[config.mk]
export PLATFORM = sky130hd
export DESIGN_NAME = contador_regressivo_mod
export DESIGN_NICKNAME = d
export VERILOG_FILES = /design/src/rtl/contador_regressivo_mod.sv
export SDC_FILE = /design/constraint.sdc
export NUM_CORES = 1
export LEC_CHECK = 0
export ABC_AREA = 1
export BUFFER_PORTS_ARGS = -buffer_cell sky130_fd_sc_hd__buf_2
export CORE_AREA = 2 2 39 41
export DETAILED_ROUTE_END_ITERATION = 8
export DIE_AREA = 0 0 41 43
export GPL_ROUTABILITY_DRIVEN = 0
export GPL_TIMING_DRIVEN = 0
export PLACE_DENSITY = 0.6
export SLEW_MARGIN = 5
export SYNTH_ARGS = -nofsm -noshare
export SYNTH_HDL_FRONTEND = slang
export SYNTH_SLANG_ARGS = --single-unit
[constraint.sdc]
create_clock -name clock -period 1.23 [get_ports clock]
set_input_delay 0.246 -clock clock [delete_from_list [all_inputs] [get_ports clock]]
set_output_delay 0.246 -clock clock [all_outputs]
set_load 0.01 [all_outputs]
[src/rtl/contador_regressivo_mod.sv]
// rtl/contador_regressivo_mod.sv - synchronous modulo-N down counter with load, enable and cascadable borrow
//
// Purpose:
//   Counts MODULUS-1, MODULUS-2, ..., 0, MODULUS-1, ... while enabled.
//   Supports synchronous preset to MODULUS-1 and a clamped parallel load.
//   Stages chain into multi-digit countdown timers by feeding borrow_out
//   of one stage into the enable of the next, more significant stage.
//
// Parameters:
//   MODULUS     number of states (2 .. 2**WIDTH), default 13
//   WIDTH       counter width in bits, default 4
//
// Ports:
//   clock       in   rising-edge clock for all state
//   reset       in   synchronous, active-high, highest priority; counter <- 0
//   preset      in   synchronous; counter <- MODULUS-1
//   load        in   synchronous; counter <- load_value, clamped to MODULUS-1
//   load_value  in   parallel load data (WIDTH bits)
//   enable      in   count enable; decrements once per cycle when no command
//   counter     out  registered current count
//   zero        out  combinational; counter == 0
//   borrow_out  out  combinational; enable & zero & no reset/preset/load
//   wrapped     out  registered; one-cycle pulse after a 0 -> MODULUS-1 wrap

module contador_regressivo_mod #(
    parameter int MODULUS = 13,
    parameter int WIDTH   = 4
) (
    input  logic             clock,
    input  logic             reset,
    input  logic             preset,
    input  logic             load,
    input  logic [WIDTH-1:0] load_value,
    input  logic             enable,
    output logic [WIDTH-1:0] counter,
    output logic             zero,
    output logic             borrow_out,
    output logic             wrapped
);

    // Terminal (reload) value of the count.
    localparam logic [WIDTH-1:0] TOP = WIDTH'(MODULUS - 1);

    // Load data clamped into the legal range; out-of-range data loads TOP.
    logic [WIDTH-1:0] load_clamped;

    always_comb begin
        load_clamped = load_value;
        if (load_value > TOP) begin
            load_clamped = TOP;
        end
    end

    always_ff @(posedge clock) begin
        if (reset) begin
            counter <= '0;
            wrapped <= 1'b0;
        end else if (preset) begin
            counter <= TOP;
            wrapped <= 1'b0;
        end else if (load) begin
            counter <= load_clamped;
            wrapped <= 1'b0;
        end else if (enable) begin
            if (counter == '0) begin
                // Genuine wrap: the only path that raises wrapped.
                counter <= TOP;
                wrapped <= 1'b1;
            end else if (counter > TOP) begin
                // Recovery from an illegal state; not reported as a wrap.
                counter <= TOP;
                wrapped <= 1'b0;
            end else begin
                counter <= counter - WIDTH'(1);
                wrapped <= 1'b0;
            end
        end else begin
            wrapped <= 1'b0;
        end
    end

    assign zero = (counter == '0);

    // Any higher-priority command this cycle means this stage will not wrap,
    // so the next stage must not decrement either.
    assign borrow_out = enable & zero & ~reset & ~preset & ~load;

endmodule

# Word level (Yosys, flattened, before mapping)
# Cells that the tools add are included.
totals:
  reg_bits: 5
  latchBits: 0
  ramBits: 0
  mem_bits_ro: 0
  inputBits: 9
  output_inout_bits: 7
  wordCells: 26
  mem_count: 0
classes:
  addsub: 1
  mul: 0
  div_mod_pow: 0
  order_cmp: 2
  n_eq_ne: 0
  shifts: 0
  mux: 7
  n_bitwise: 8
  n_reduce_logical: 5
ops:
  columns: ["operator", "n"]
  rows:
  - ["$mux W4", 6]
  - ["$gt A4 B4 Y1 const B", 2]
  - ["$and A1 B1 Y1", 4]
  - ["$logic_not A4 Y1", 1]
  - ["$not A1 Y1", 4]
  - ["$reduce_or A4 Y1", 1]
  - ["$sub A4 B1 Y4 const B", 1]
  - ["$reduce_bool A3 Y1", 1]
  - ["$reduce_bool A2 Y1", 1]
  - ["$reduce_or A2 Y1", 1]
  - ["$mux W1", 1]

# Depth between registers and ports, before layout
# Gate-level depths: netlist (run 1).
depth:
  ltp_word: 6
  ltp_mapped: 8
  ltp_nobuf: 8

# Worst setup path after synthesis (run 1)
# OpenSTA, ideal clock, no wires.
synth_path:
  kind: "register to output"
  from: "register counter[0]"
  to: "output port borrow_out"
  arrival_ns: 1.016
  t_required_ns: 0.984
  path_slack_ns: -0.032
  stages_incl_launch_ff: 5
  path_buffers: 0
  cell_sequence: "dfxtp_1 inv_1 ha_1 nand3_2 nor3_1"
synth_via:
  elab_chain_cells: 5
synth_lines:
  columns: ["element", "line_no", "text"]
  rows:
  - ["from (decl)", "35", "output logic [WIDTH-1:0] counter,"]
  - ["from (signal assigned)", "62", "counter <= load_clamped;"]
  - ["from (signal assigned)", "74", "counter <= counter - WIDTH'(1);"]
  - ["$logic_not A4 Y1", "82", "assign zero = (counter == '0);"]
  - ["$and A1 B1 Y1 (4 in series)", "86", "assign borrow_out = enable & zero & ~reset & ~preset & ~load;"]
  - ["to (decl)", "37", "output logic borrow_out,"]
# Every way passes these cells.

# Final worst setup path (run 1)
# Ends and elaborated chain as after synthesis.

==> metrics.log, run 1 <==
[metrics] Max-Slew Margin vs Limit: between 80% and 90%
[metrics] clock-pin transition on the worst setup and hold timing paths: 0.05 ns
[metrics] Cell Chain, Critical Path: inv_2 > ha_4 > nand3_4 > nor3_2 > buf_2
[metrics] summed instance area of the synthesized netlist: between 300 and 400 sq um
[metrics] Port Buffer Count: 15
[metrics] die area: 1760 sq um
[metrics] most used cells in the layout excluding fill and tap cells: sky130_fd_sc_hd__buf_2, sky130_fd_sc_hd__nand2_1, sky130_fd_sc_hd__inv_1
[metrics] largest clock skew in the final design: between 0.005 and 0.006 ns
[metrics] final worst path period need: about 1.3 ns
[metrics] delay of the slowest cell on the worst path: between 0.3 and 0.4 ns
[metrics] Placed Instances: just under 90
[metrics] classification of the worst setup path: reg2out
[metrics] largest net degree at the start of global routing: 8
[metrics] DIE HEIGHT: 43 um
[metrics] startpoint types: flip-flop
[metrics] synthesized instance count: 56
[metrics] Area growth syn-to-layout: 58.0%
[metrics] final std cells w/o fill: 97
[metrics] syn_area_per_cell: 6.01 sq um
[metrics] maximum ir drop on the vdd rail: roughly 0.35 mV
[metrics] status: finished, violations left
[metrics] overall routed net length: a little under 900 um
[metrics] first drt pass iteration count: 4
[metrics] via count: 426
[metrics] Skew-Pair Late Insertion Delay: between 0.2 and 0.3 ns
[metrics] Sink Count: 5
[metrics] worst-case clock buffer depth: 2
[metrics] placeable core area: between 1000 and 1500 sq um
[metrics] RSZ-0062 raised after global routing: true
[metrics] minimum hold slack: ~0.27 ns
[metrics] number of remaining DRC errors: 0
[metrics] antenna violations before repair: 0
[metrics] Power Total: between 500 and 600 uW
[metrics] Clock Tree Root: sky130_fd_sc_hd__clkbuf_4
[metrics] Achievable Freq: 752 MHz
[metrics] Syn Nets: 66
[metrics] number of setup violations in the final report: 2
[metrics] power density relative to cell area: ~1000 nW/um^2
[metrics] routed length per placed instance: a little over 9 um
[metrics] most common cell after layout, fill and taps aside: sky130_fd_sc_hd__buf_2
[metrics] CP arrival: about 1.1 ns
[metrics] Hold/Removal Path Class: in2reg
[metrics] floorplan die width: about 40 um
[metrics] final worst path period share: 108%
[metrics] leakage dissipation: between 0.2 and 0.3 nW
[metrics] Boundary Pins: 16
[metrics] total global-route track usage: between 10% and 20%
[metrics] Seq cells post-synth: 5
[metrics] via density per instance: between 4 and 5
[metrics] layout cells sized above 1: a little over two fifths
[metrics] capturing element type of the critical path: output port
[metrics] Data required, critical path: around 1 ns
[metrics] synth warn: 0
[metrics] count of max-cap constraint violations: 0
[metrics] clock tree from TritonCTS: done
[metrics] number of global-route vias before repair: between 300 and 400
[metrics] Ant. Diodes: 0
[metrics] critical path's slowest cell: sky130_fd_sc_hd__dfxtp_2
[metrics] number of clock buffers inserted by TritonCTS: 3
[metrics] H-Tree Level Count: 1
[metrics] hold violation total from the final report: 0
[metrics] first-pass GRT wire length: 1460 um
[metrics] crit path setup slack, layout: -0.0997 ns
[metrics] Cell Rows: 14
[metrics] top cell family by delay on the critical path: flip-flops
[metrics] number of distinct library cells after synthesis: 15
[metrics] total gr overflow: 0
[metrics] failing checks: negative setup slack
[metrics] pin slew with the least headroom to its limit: 0.200 ns
[metrics] # nets final: approximately 90
[metrics] number of design-rule violations left by the first detailed-router iteration: 2
[metrics] ANT nets after route: 0
[metrics] maximum net fanout on the critical path: 3
[metrics] portion of the post-synthesis area used by sequential elements: 29.7%
[metrics] Worst Path Buf+Inv: 2
[metrics] post-detailed-placement half-perimeter wirelength: between 600 and 700 um
[metrics] final number of max-transition violations: 0
[metrics] initial cell density of the core: 24.3%
## metrics by stage
| step | util (%) | setup WS (ns) | cell area [sq um] | setup TNS [ns] |
|---|---|---|---|---|
| after global placement | 31.6 | -0.0363 | 437 | -0.0363 |
| after detailed placement | 31.6 | -0.0526 | 437 | -0.0526 |
| after CTS | 37.8 | -0.105 | 523 | -0.143 |
| after global routing | 38.4 | -0.188 | 532 | -0.287 |
| final | 38.4 | -0.0997 | 532 | -0.132 |
| after floorplan | - | 0.0522 | 342 | 0 |
## where the power goes
| part | leakage [nW] | internal (mW) | switching [mW] |
|---|---|---|---|
| clock | 0.0150 | 0.123 | 0.0711 |
| sequential | 0.0423 | 0.175 | 0.0117 |
| combinational | 0.240 | 0.0767 | 0.0878 |
## cells by family (layout without fill, tap and decap cells)
family | Yosys count | after routing | synth area share (%)
AO/OA/AOI/OAI | 11 | 11 | 17.5
adder cells (fa/ha/maj) | 1 | 1 | 3.72
buffers and inverters | 14 | 39 | 15.6
flip-flops | 5 | 5 | 29.7
AND/OR/NAND/NOR | 25 | 25 | 33.5
## layout make-up
cell class / count / area [sq um]
repair buffers: 21 / 120
well taps: 16 / 20.0
flip-flops and latches: 5 / 104
fillers: 153 / 852
multi-input cells: 37 / 209
inverters: 14 / 52.6
clock buffers: 4 / 26.3
## state kept, by name, summed over array words and instances, names as in the netlist
signal   cells
counter      4
wrapped      1
## synthesized netlist by cell type
cell type / n / area share, %
sky130_fd_sc_hd__dfxtp_1: 5 / 30
sky130_fd_sc_hd__nor2_2: 1 / 1.9
sky130_fd_sc_hd__inv_2: 1 / 1.1
sky130_fd_sc_hd__o21ai_0: 5 / 7.4
sky130_fd_sc_hd__nand3_1: 6 / 8.9
sky130_fd_sc_hd__nor3_1: 2 / 3.0
sky130_fd_sc_hd__inv_1: 12 / 13
sky130_fd_sc_hd__a31oi_1: 1 / 1.9
sky130_fd_sc_hd__a21oi_1: 4 / 5.9
sky130_fd_sc_hd__a211oi_1: 1 / 2.2
sky130_fd_sc_hd__nor2_1: 4 / 4.5
sky130_fd_sc_hd__clkinv_1: 1 / 1.1
sky130_fd_sc_hd__nand2_1: 11 / 12
sky130_fd_sc_hd__ha_1: 1 / 3.7
sky130_fd_sc_hd__nand3_2: 1 / 3.0
## path summary, 6_finish.rpt
| check | startpoint | depth (start not counted) | slack (ns) | to |
|---|---|---|---|---|
| max | counter[0] | 5 | -0.1 | borrow_out |
| min | reset | 4 | 0.27 | counter[3] |
| max reg2reg | counter[0] | 9 | 0.09 | counter[0] |
| min reg2reg | counter[3] | 2 | 0.59 | counter[3] |
## tightest hold or removal path, delay by kind of cell
family	cells	cell delay, ns
AO/OA/AOI/OAI	2	0.10
buffers and inverters	2	0.11
## metal layers
metal / wire length, um / GRT usage (%) / vias up
met3: 45 / 4.71 / 4
met5: 0 / 0 / -
met1: 392 / 15.8 / 184
met2: 427 / 17.5 / 12
li1: - / - / 226
met4: 21 / 10.0 / 0
## timing repair
item / in CTS / in global routing
gates resized for setup: 7 / 3
hold buffers: 0 / 0
buffers inserted: 5 / 1
pin swaps: 2 / 0
setup endpoints to repair: 2 / 5
endpoints found under the hold margin: 0 / 0
Note: power is estimated with default switching activity, not from simulation.
==> run 2: changes to the inputs <==
Settings changed: ABC_AREA 1 to not set, PLACE_DENSITY 0.6 to 0.58.
==> run 2 against run 1 <==
  * Highest routed layer unchanged
  * Synthesized area is 7.4% lower
  * Utilization fell by 2.0 points
  * Combinational power decreased by 19%
  * Critical path type unchanged
  * Largest cell class unchanged
  * The flow still finishes with violations (negative setup slack)
  * Clock skew down 0.0026 ns
  * Critical endpoint unchanged
  * Maximum frequency fell by 9.3%
  * Routed wire length is 13% lower
==> metrics.log, run 2 <==
[metrics] status: finished, violations left
[metrics] failing checks: negative setup slack
[metrics] number of enable flip-flop cells after synthesis: 0 (unchanged)
[metrics] overall routed net length: 769 um (-13%)
[metrics] Achievable Freq: 682 MHz (-9.3%)
[metrics] die area: 1760 sq um (unchanged)
[metrics] maximum net fanout on the critical path: 5 (+2)
[metrics] routed length per placed instance: 10.3 um (+12%)
[metrics] clock network fraction of design power: 36.8% (+1.2 points)
[metrics] internal power: 367 uW (-1.9%)
[metrics] hold violation total from the final report: 0 (unchanged)
[metrics] crit path setup slack, layout: -0.236 ns (-0.137 ns)
[metrics] Area growth syn-to-layout: 61.8%
[metrics] number of distinct library cells after synthesis: 22 (+7)
[metrics] Ant. Diodes: 0 (unchanged)
[metrics] total global-route track usage: 10.7% (-2.2 points)
[metrics] classification of the worst setup path: reg2out
[metrics] post-synth top area share: 32.1% (+2.4 points)
[metrics] Syn Nets: 47 (-29%)
[metrics] leakage dissipation: 0.224 nW (-25%)
[metrics] Layout Utilization: 36.4% (-2.0 points)
[metrics] largest clock skew in the final design: 0.00271 ns (-0.00255 ns)
[metrics] Hold/Removal Path Class: in2reg
[metrics] final worst path period need: 1.47 ns (+0.137 ns)
[metrics] post-detailed-placement half-perimeter wirelength: 587 um (-8.3%)
[metrics] startpoint types: flip-flop
[metrics] Placed Instances: 67 (-23%)
[metrics] most common cell after layout, fill and taps aside: sky130_fd_sc_hd__buf_2
[metrics] DIE HEIGHT: 43 um (unchanged)
[metrics] Commonest cells post-synth: sky130_fd_sc_hd__dfxtp_1, sky130_fd_sc_hd__nand2_1, sky130_fd_sc_hd__nor2_1, sky130_fd_sc_hd__o21ai_0
[metrics] minimum hold slack: 0.188 ns (-0.0822 ns)
[metrics] layout cells sized above 1: 55.9% (+13 points)
[metrics] Max-Slew Margin vs Limit: 81.1% (-5.5 points)
[metrics] first drt pass iteration count: 3 (-1)
[metrics] number of flip-flops in the largest register: 4 (unchanged)
[metrics] H-Tree Level Count: 1 (unchanged)
[metrics] synthesized instance count: 37 (-34%)
[metrics] final std cells w/o fill: 75 (-23%)
[metrics] initial cell density of the core: 22.5% (-1.8 points)
[metrics] setup tns final: -0.716 ns (-0.584 ns)
[metrics] Placement Cell Area: 428 sq um (-2.0%)
[metrics] number of global-route vias before repair: 336 (-8.4%)
[metrics] cell type contributing the most total cell area after synthesis: sky130_fd_sc_hd__dfxtp_1
[metrics] number of fill cells: 148 (-3.3%)
[metrics] via density per instance: 4.64 (+5.7%)
[metrics] capturing element type of the critical path: output port
[metrics] sequential power share: 36.9% (+2.7 points)
[metrics] synth warn: 0 (unchanged)
[metrics] Boundary Pins: 16 (unchanged)
[metrics] portion of the post-synthesis area used by sequential elements: 32.1% (+2.4 points)
[metrics] Place WS: -0.227 ns (-0.175 ns)
[metrics] pin slew with the least headroom to its limit: 0.280 ns (+0.0802 ns)
[metrics] worst-case clock buffer depth: 2 (unchanged)
[metrics] top flop regs: counter x4, wrapped x1
[metrics] count of max-cap constraint violations: 0 (unchanged)
[metrics] clock-pin transition on the worst setup and hold timing paths: 0.04 ns (about the same)
[metrics] register with the most flip-flops: counter
[metrics] RSZ-0062 raised after global routing: true
[metrics] summed instance area of the synthesized netlist: 312 sq um (-7.4%)
[metrics] Cell Rows: 14 (unchanged)
[metrics] number of clock buffers inserted by TritonCTS: 3 (unchanged)
[metrics] # nets final: 70 (-24%)
[metrics] placeable core area: 1380 sq um (unchanged)
[metrics] syn_area_per_cell: 8.42 sq um (+40%)
[metrics] count of hold buffers inserted by post-cts repair: 0 (unchanged)
[metrics] largest net degree at the start of global routing: 11 (+3)
[metrics] final number of max-transition violations: 0 (unchanged)
[metrics] fraction of registers with async set or reset after synthesis: 0% (unchanged)
[metrics] total gr overflow: 0 (unchanged)
[metrics] final worst path period share: 119% (+11 points)
[metrics] Seq cells post-synth: 5 (unchanged)
[metrics] via count: 348 (-18%)
[metrics] Clock Tree Root: sky130_fd_sc_hd__clkbuf_4
[metrics] Sink Count: 5 (unchanged)
[metrics] Port Buffer Count: 14 (-1)
[metrics] antenna violations before repair: 0 (unchanged)
[metrics] combinational fraction of design power: 26.3% (-3.9 points)
[metrics] CP arrival: 1.22 ns (+0.14 ns)
[metrics] ANT nets after route: 0 (unchanged)
[metrics] first-pass GRT wire length: 1240 um (-15%)
[metrics] Power Total: 507 uW (-6.9%)
[metrics] floorplan die width: 41 um (unchanged)
[metrics] number of setup violations in the final report: 4 (+2)
[metrics] most instantiated library cell after synthesis: sky130_fd_sc_hd__dfxtp_1
[metrics] clock tree from TritonCTS: done
[metrics] primary flip-flop cell chosen by synthesis mapping: sky130_fd_sc_hd__dfxtp_1
[metrics] maximum ir drop on the vdd rail: 0.203 mV (-42%)
[metrics] number of design-rule violations left by the first detailed-router iteration: 3 (+1)
[metrics] Data required, critical path: 0.98 ns (about the same)
[metrics] Skew-Pair Late Insertion Delay: 0.24 ns (about the same)
[metrics] share of total power consumed by net switching: 27.6% (-3.7 points)
[metrics] number of remaining DRC errors: 0 (unchanged)
[metrics] power density relative to cell area: 1010 nW/um^2 (-1.8%)
[metrics] most used cells in the layout excluding fill and tap cells: sky130_fd_sc_hd__buf_2, sky130_fd_sc_hd__buf_4
[metrics] net switching power: 140 uW (-18%)
[metrics] Area contributors post-synth: sky130_fd_sc_hd__dfxtp_1, sky130_fd_sc_hd__or4b_1, sky130_fd_sc_hd__nor4b_1, sky130_fd_sc_hd__o21ai_0, sky130_fd_sc_hd__nand2_1
[metrics] cell area after layout: 504 sq um (-5.2%)
[metrics] internal reg-to-reg setup slack: -0.17 ns (-0.26 ns)
run 2: changes by cell type in the layout (fill, tap and decap cells not counted), moves of 3 or more:
cell	delta
sky130_fd_sc_hd__inv_1	-10
sky130_fd_sc_hd__nand2_1	-8
sky130_fd_sc_hd__nand3_1	-6
sky130_fd_sc_hd__a21oi_1	-3
sky130_fd_sc_hd__dfxtp_2	-3
sky130_fd_sc_hd__dfxtp_4	+3
run 2: power groups by stage:
| stage | Combinational [mW] | Clock (mW) | Sequential [mW] |
|---|---|---|---|
| floorplan | 0.0685 | 0 | 0.194 |
| global placement | 0.113 | 0 | 0.192 |
| detailed placement | 0.113 | 0 | 0.191 |
| CTS | 0.126 | 0.194 | 0.188 |
| global route | 0.151 | 0.211 | 0.189 |
| finish | 0.133 | 0.187 | 0.187 |
run 2: logic make-up after synthesis:
kind of cell / share of synthesized area [%]
compound gates: 20.9
xor+xnor: 2.81
fa+ha+maj: 4.02
buf+inv: 4.02
flops: 32.1
simple gates: 36.1
run 2: path summary, 6_finish.rpt:
path / start / to / cells past startpoint
min: reset / counter[2] / 2
min reg2reg: counter[2] / wrapped / 3
max: counter[2] / borrow_out / 4
max reg2reg: counter[1] / counter[0] / 5
run 2: repair_timing:
item,CTS,global route
resized for setup,3,3
pin swaps,3,1
setup buffers,3,1
endpoints found under the setup margin,4,4
run 2: routing by layer:
layer,vias to the layer above,global-route usage (%),routed length (um)
li1,179,-,-
met1,158,11.1,341
met2,9,16.9,381
met3,2,1.57,29
met4,0,10.0,17
met5,-,0,0
run 2: area by class of cell:
| cell class | instances | area (sq um) | area share (%) |
|---|---|---|---|
| Buffer | 1 | 5.00 | 0.993 |
| Clock buffer | 4 | 26.3 | 5.21 |
| Inverter | 2 | 7.51 | 1.49 |
| Multi-Input combinational cell | 29 | 234 | 46.4 |
| Sequential cell | 5 | 111 | 22.1 |
| Tap cell | 16 | 20.0 | 3.97 |
| Timing Repair Buffer | 18 | 100 | 19.9 |
run 2: worst max-delay path, stage by stage (launching register included):
cell and delay [ns]:
sky130_fd_sc_hd__dfxtp_4 0.36, sky130_fd_sc_hd__nor2b_4 0.12, sky130_fd_sc_hd__nand2_2 0.07, sky130_fd_sc_hd__nor4b_2 0.26
sky130_fd_sc_hd__buf_2 0.17
==> run 3: changes to the inputs <==
--- a/config.mk
+++ b/config.mk
@@ -13,2 +13,3 @@
 export GPL_TIMING_DRIVEN = 0
+export HOLD_SLACK_MARGIN = 0.1
 export PLACE_DENSITY = 0.58
--- a/constraint.sdc
+++ b/constraint.sdc
@@ -3,2 +3,2 @@
 set_output_delay 0.246 -clock clock [all_outputs]
-set_load 0.01 [all_outputs]
+set_load 0.02 [all_outputs]
==> run 3 against run 2 <==
  * The run still ends with negative setup slack left
  * Non-clock buffer count up 2
  * Clock-buffer cell count unchanged
  * Sequential share of layout area fell by 1.3 points
  * First-iteration DRC count grew 100%
  * Via count grew 4.3%
  * Critical path depth unchanged
  * Combinational power rose by 29%
==> metrics.log, run 3 (synthesized netlist as in run 2, its figures left out) <==
[metrics] status: finished, violations left
[metrics] failing checks: negative setup slack
[metrics] minimum hold slack: 0.187 ns (-0.00141 ns)
[metrics] DIE HEIGHT: 43 um (unchanged)
[metrics] met3 layer usage reported by global route: 3.14% (+1.6 points)
[metrics] post-detailed-placement half-perimeter wirelength: 599 um (+2.2%)
[metrics] combinational fraction of design power: 31.1% (+4.8 points)
[metrics] overall routed net length: 914 um (+19%)
[metrics] net switching power: 171 uW (+22%)
[metrics] largest clock skew in the final design: 0.00180 ns (-0.000907 ns)
[metrics] most heavily used metal layer in global routing: met2
[metrics] Max-Slew Margin vs Limit: 80.9% (-0.17 points)
[metrics] number of design-rule violations left by the first detailed-router iteration: 6 (+3)
[metrics] number of remaining DRC errors: 0 (unchanged)
[metrics] Achievable Freq: 697 MHz (+2.2%)
[metrics] most used cells in the layout excluding fill and tap cells: sky130_fd_sc_hd__buf_2, sky130_fd_sc_hd__buf_4
[metrics] number of fill cells: 156 (+5.4%)
[metrics] placeable core area: 1380 sq um (unchanged)
[metrics] initial cell density of the core: 22.5% (unchanged)
[metrics] Sink Count: 5 (unchanged)
[metrics] largest net degree at the start of global routing: 11 (unchanged)
[metrics] Placed Instances: 67 (unchanged)
[metrics] Data required, critical path: 0.98 ns (about the same)
[metrics] clock tree from TritonCTS: done
[metrics] number of flip-flops in the largest register: 4 (unchanged)
[metrics] critical path's slowest cell: sky130_fd_sc_hd__dfxtp_4
[metrics] pin slew with the least headroom to its limit: 0.284 ns (+0.00390 ns)
[metrics] clock network fraction of design power: 35.4% (-1.4 points)
[metrics] final worst path period share: 117% (-2.6 points)
[metrics] delay of the slowest cell on the worst path: 0.35 ns (about the same)
[metrics] count of hold buffers inserted by post-cts repair: 0 (unchanged)
[metrics] first drt pass iteration count: 4 (+1)
[metrics] Skew-Pair Late Insertion Delay: 0.24 ns (about the same)
[metrics] total gr overflow: 0 (unchanged)
[metrics] worst-case clock buffer depth: 2 (unchanged)
[metrics] top flop regs: counter x4, wrapped x1
[metrics] Boundary Pins: 16 (unchanged)
[metrics] maximum ir drop on the vdd rail: 0.323 mV (+59%)
[metrics] classification of the worst setup path: reg2out
[metrics] Cell Rows: 14 (unchanged)
[metrics] CP arrival: 1.19 ns (-0.03 ns)
[metrics] die area: 1760 sq um (unchanged)
[metrics] final worst path period need: 1.43 ns (-0.0317 ns)
[metrics] layout cells sized above 1: 60.7% (+4.7 points)
[metrics] Clock Tree Root: sky130_fd_sc_hd__clkbuf_4
[metrics] met2 Use GR: 16.6% (-0.31 points)
[metrics] antenna violations before repair: 0 (unchanged)
[metrics] first-pass GRT wire length: 1370 um (+11%)
[metrics] count of max-cap constraint violations: 0 (unchanged)
[metrics] Port Buffer Count: 14 (unchanged)
[metrics] crit path setup slack, layout: -0.205 ns (+0.0317 ns)
[metrics] Hold/Removal Path Class: in2reg
[metrics] leakage dissipation: 0.239 nW (+6.7%)
[metrics] final std cells w/o fill: 77 (+2.7%)
[metrics] startpoint types: flip-flop
[metrics] most common cell after layout, fill and taps aside: sky130_fd_sc_hd__buf_2
[metrics] internal power: 384 uW (+4.5%)
[metrics] via count: 363 (+4.3%)
[metrics] Placement Cell Area: 424 sq um (-0.88%)
[metrics] total global-route track usage: 12.2% (+1.5 points)
[metrics] sequential power share: 33.6% (-3.3 points)
[metrics] hold violation total from the final report: 0 (unchanged)
[metrics] Area growth syn-to-layout: 73.5%
[metrics] # nets final: 72 (+2.9%)
[metrics] met1 usage in global routing: 14.5% (+3.3 points)
[metrics] power density relative to cell area: 1030 nW/um^2 (+1.9%)
[metrics] routed length per placed instance: 11.9 um (+16%)
[metrics] setup tns final: -0.737 ns (-0.0213 ns)
[metrics] Cell Chain, Critical Path: nor2b_4 > nand2_2 > nor4b_2 > buf_4
[metrics] number of setup violations in the final report: 4 (unchanged)
[metrics] number of global-route vias before repair: 336 (unchanged)
[metrics] via density per instance: 4.71 (+1.6%)
[metrics] RSZ-0062 raised after global routing: true
[metrics] number of clock buffers inserted by TritonCTS: 3 (unchanged)
[metrics] H-Tree Level Count: 1 (unchanged)
[metrics] ANT nets after route: 0 (unchanged)
[metrics] floorplan die width: 41 um (unchanged)
[metrics] register with the most flip-flops: counter
[metrics] clock-pin transition on the worst setup and hold timing paths: 0.05 ns (about the same)
[metrics] capturing element type of the critical path: output port
[metrics] maximum net fanout on the critical path: 2 (-3)
[metrics] Place WS: -0.240 ns (-0.0130 ns)
[metrics] final number of max-transition violations: 0 (unchanged)
[metrics] cell area after layout: 541 sq um (+7.2%)
[metrics] share of total power consumed by net switching: 30.8% (+3.1 points)
[metrics] internal reg-to-reg setup slack: -0.20 ns (-0.03 ns)
[metrics] Ant. Diodes: 0 (unchanged)
run 3: layout make-up:
type	instances	area, sq um	area share, %
multi-input combinational	29	240	44.4
timing repair buffer	20	124	22.9
sequential	5	113	20.8
clock buffer	4	26.3	4.86
tap	16	20.0	3.70
inverter	2	12.5	2.31
buffer	1	5.00	0.926
run 3: timing repair:
action                                 4_1_cts  5_1_grt
endpoints found under the hold margin        0        0
setup endpoints to repair                    4        5
gates resized for setup                      7        8
buffers inserted                             4        2
pin swaps                                    3        3
run 3: worst max-delay path, delay by kind of cell (launching register included):
family	cells	cell delay [ns]
and+or+nand+nor	3	0.42
buffers and inverters	1	0.18
DFF	1	0.35
run 3: path summary, 6_finish.rpt:
check,depth (start not counted),start,end
worst max register to register,5,counter[0],counter[0]
worst min-delay path,2,reset,counter[3]
worst min register to register,1,counter[3],wrapped
worst max-delay path,4,counter[2],borrow_out
run 3: metal layers:
layer | share of wire (%) | up-vias
li1 | - | 183
met1 | 43 | 163
met2 | 50 | 13
met3 | 4.5 | 4
met4 | 2.7 | 0
met5 | 0 | -
run 3: per-stage QoR:
step	total power [mW]	util (%)
final	0.554	39.1
after global routing	0.593	39.1
after CTS	0.539	36.2
after detailed placement	0.313	30.7
after global placement	0.312	30.7
after floorplan	0.271	-
run 3: power by group through the flow:
| stage | clock network, mW | registers [mW] | logic (mW) |
|---|---|---|---|
| 2_1_floorplan | 0 | 0.201 | 0.0694 |
| 3_3_place_gp | 0 | 0.190 | 0.122 |
| 3_5_place_dp | 0 | 0.191 | 0.121 |
| 4_1_cts | 0.202 | 0.187 | 0.150 |
| 5_1_grt | 0.217 | 0.188 | 0.188 |
| 6_report | 0.196 | 0.186 | 0.172 |
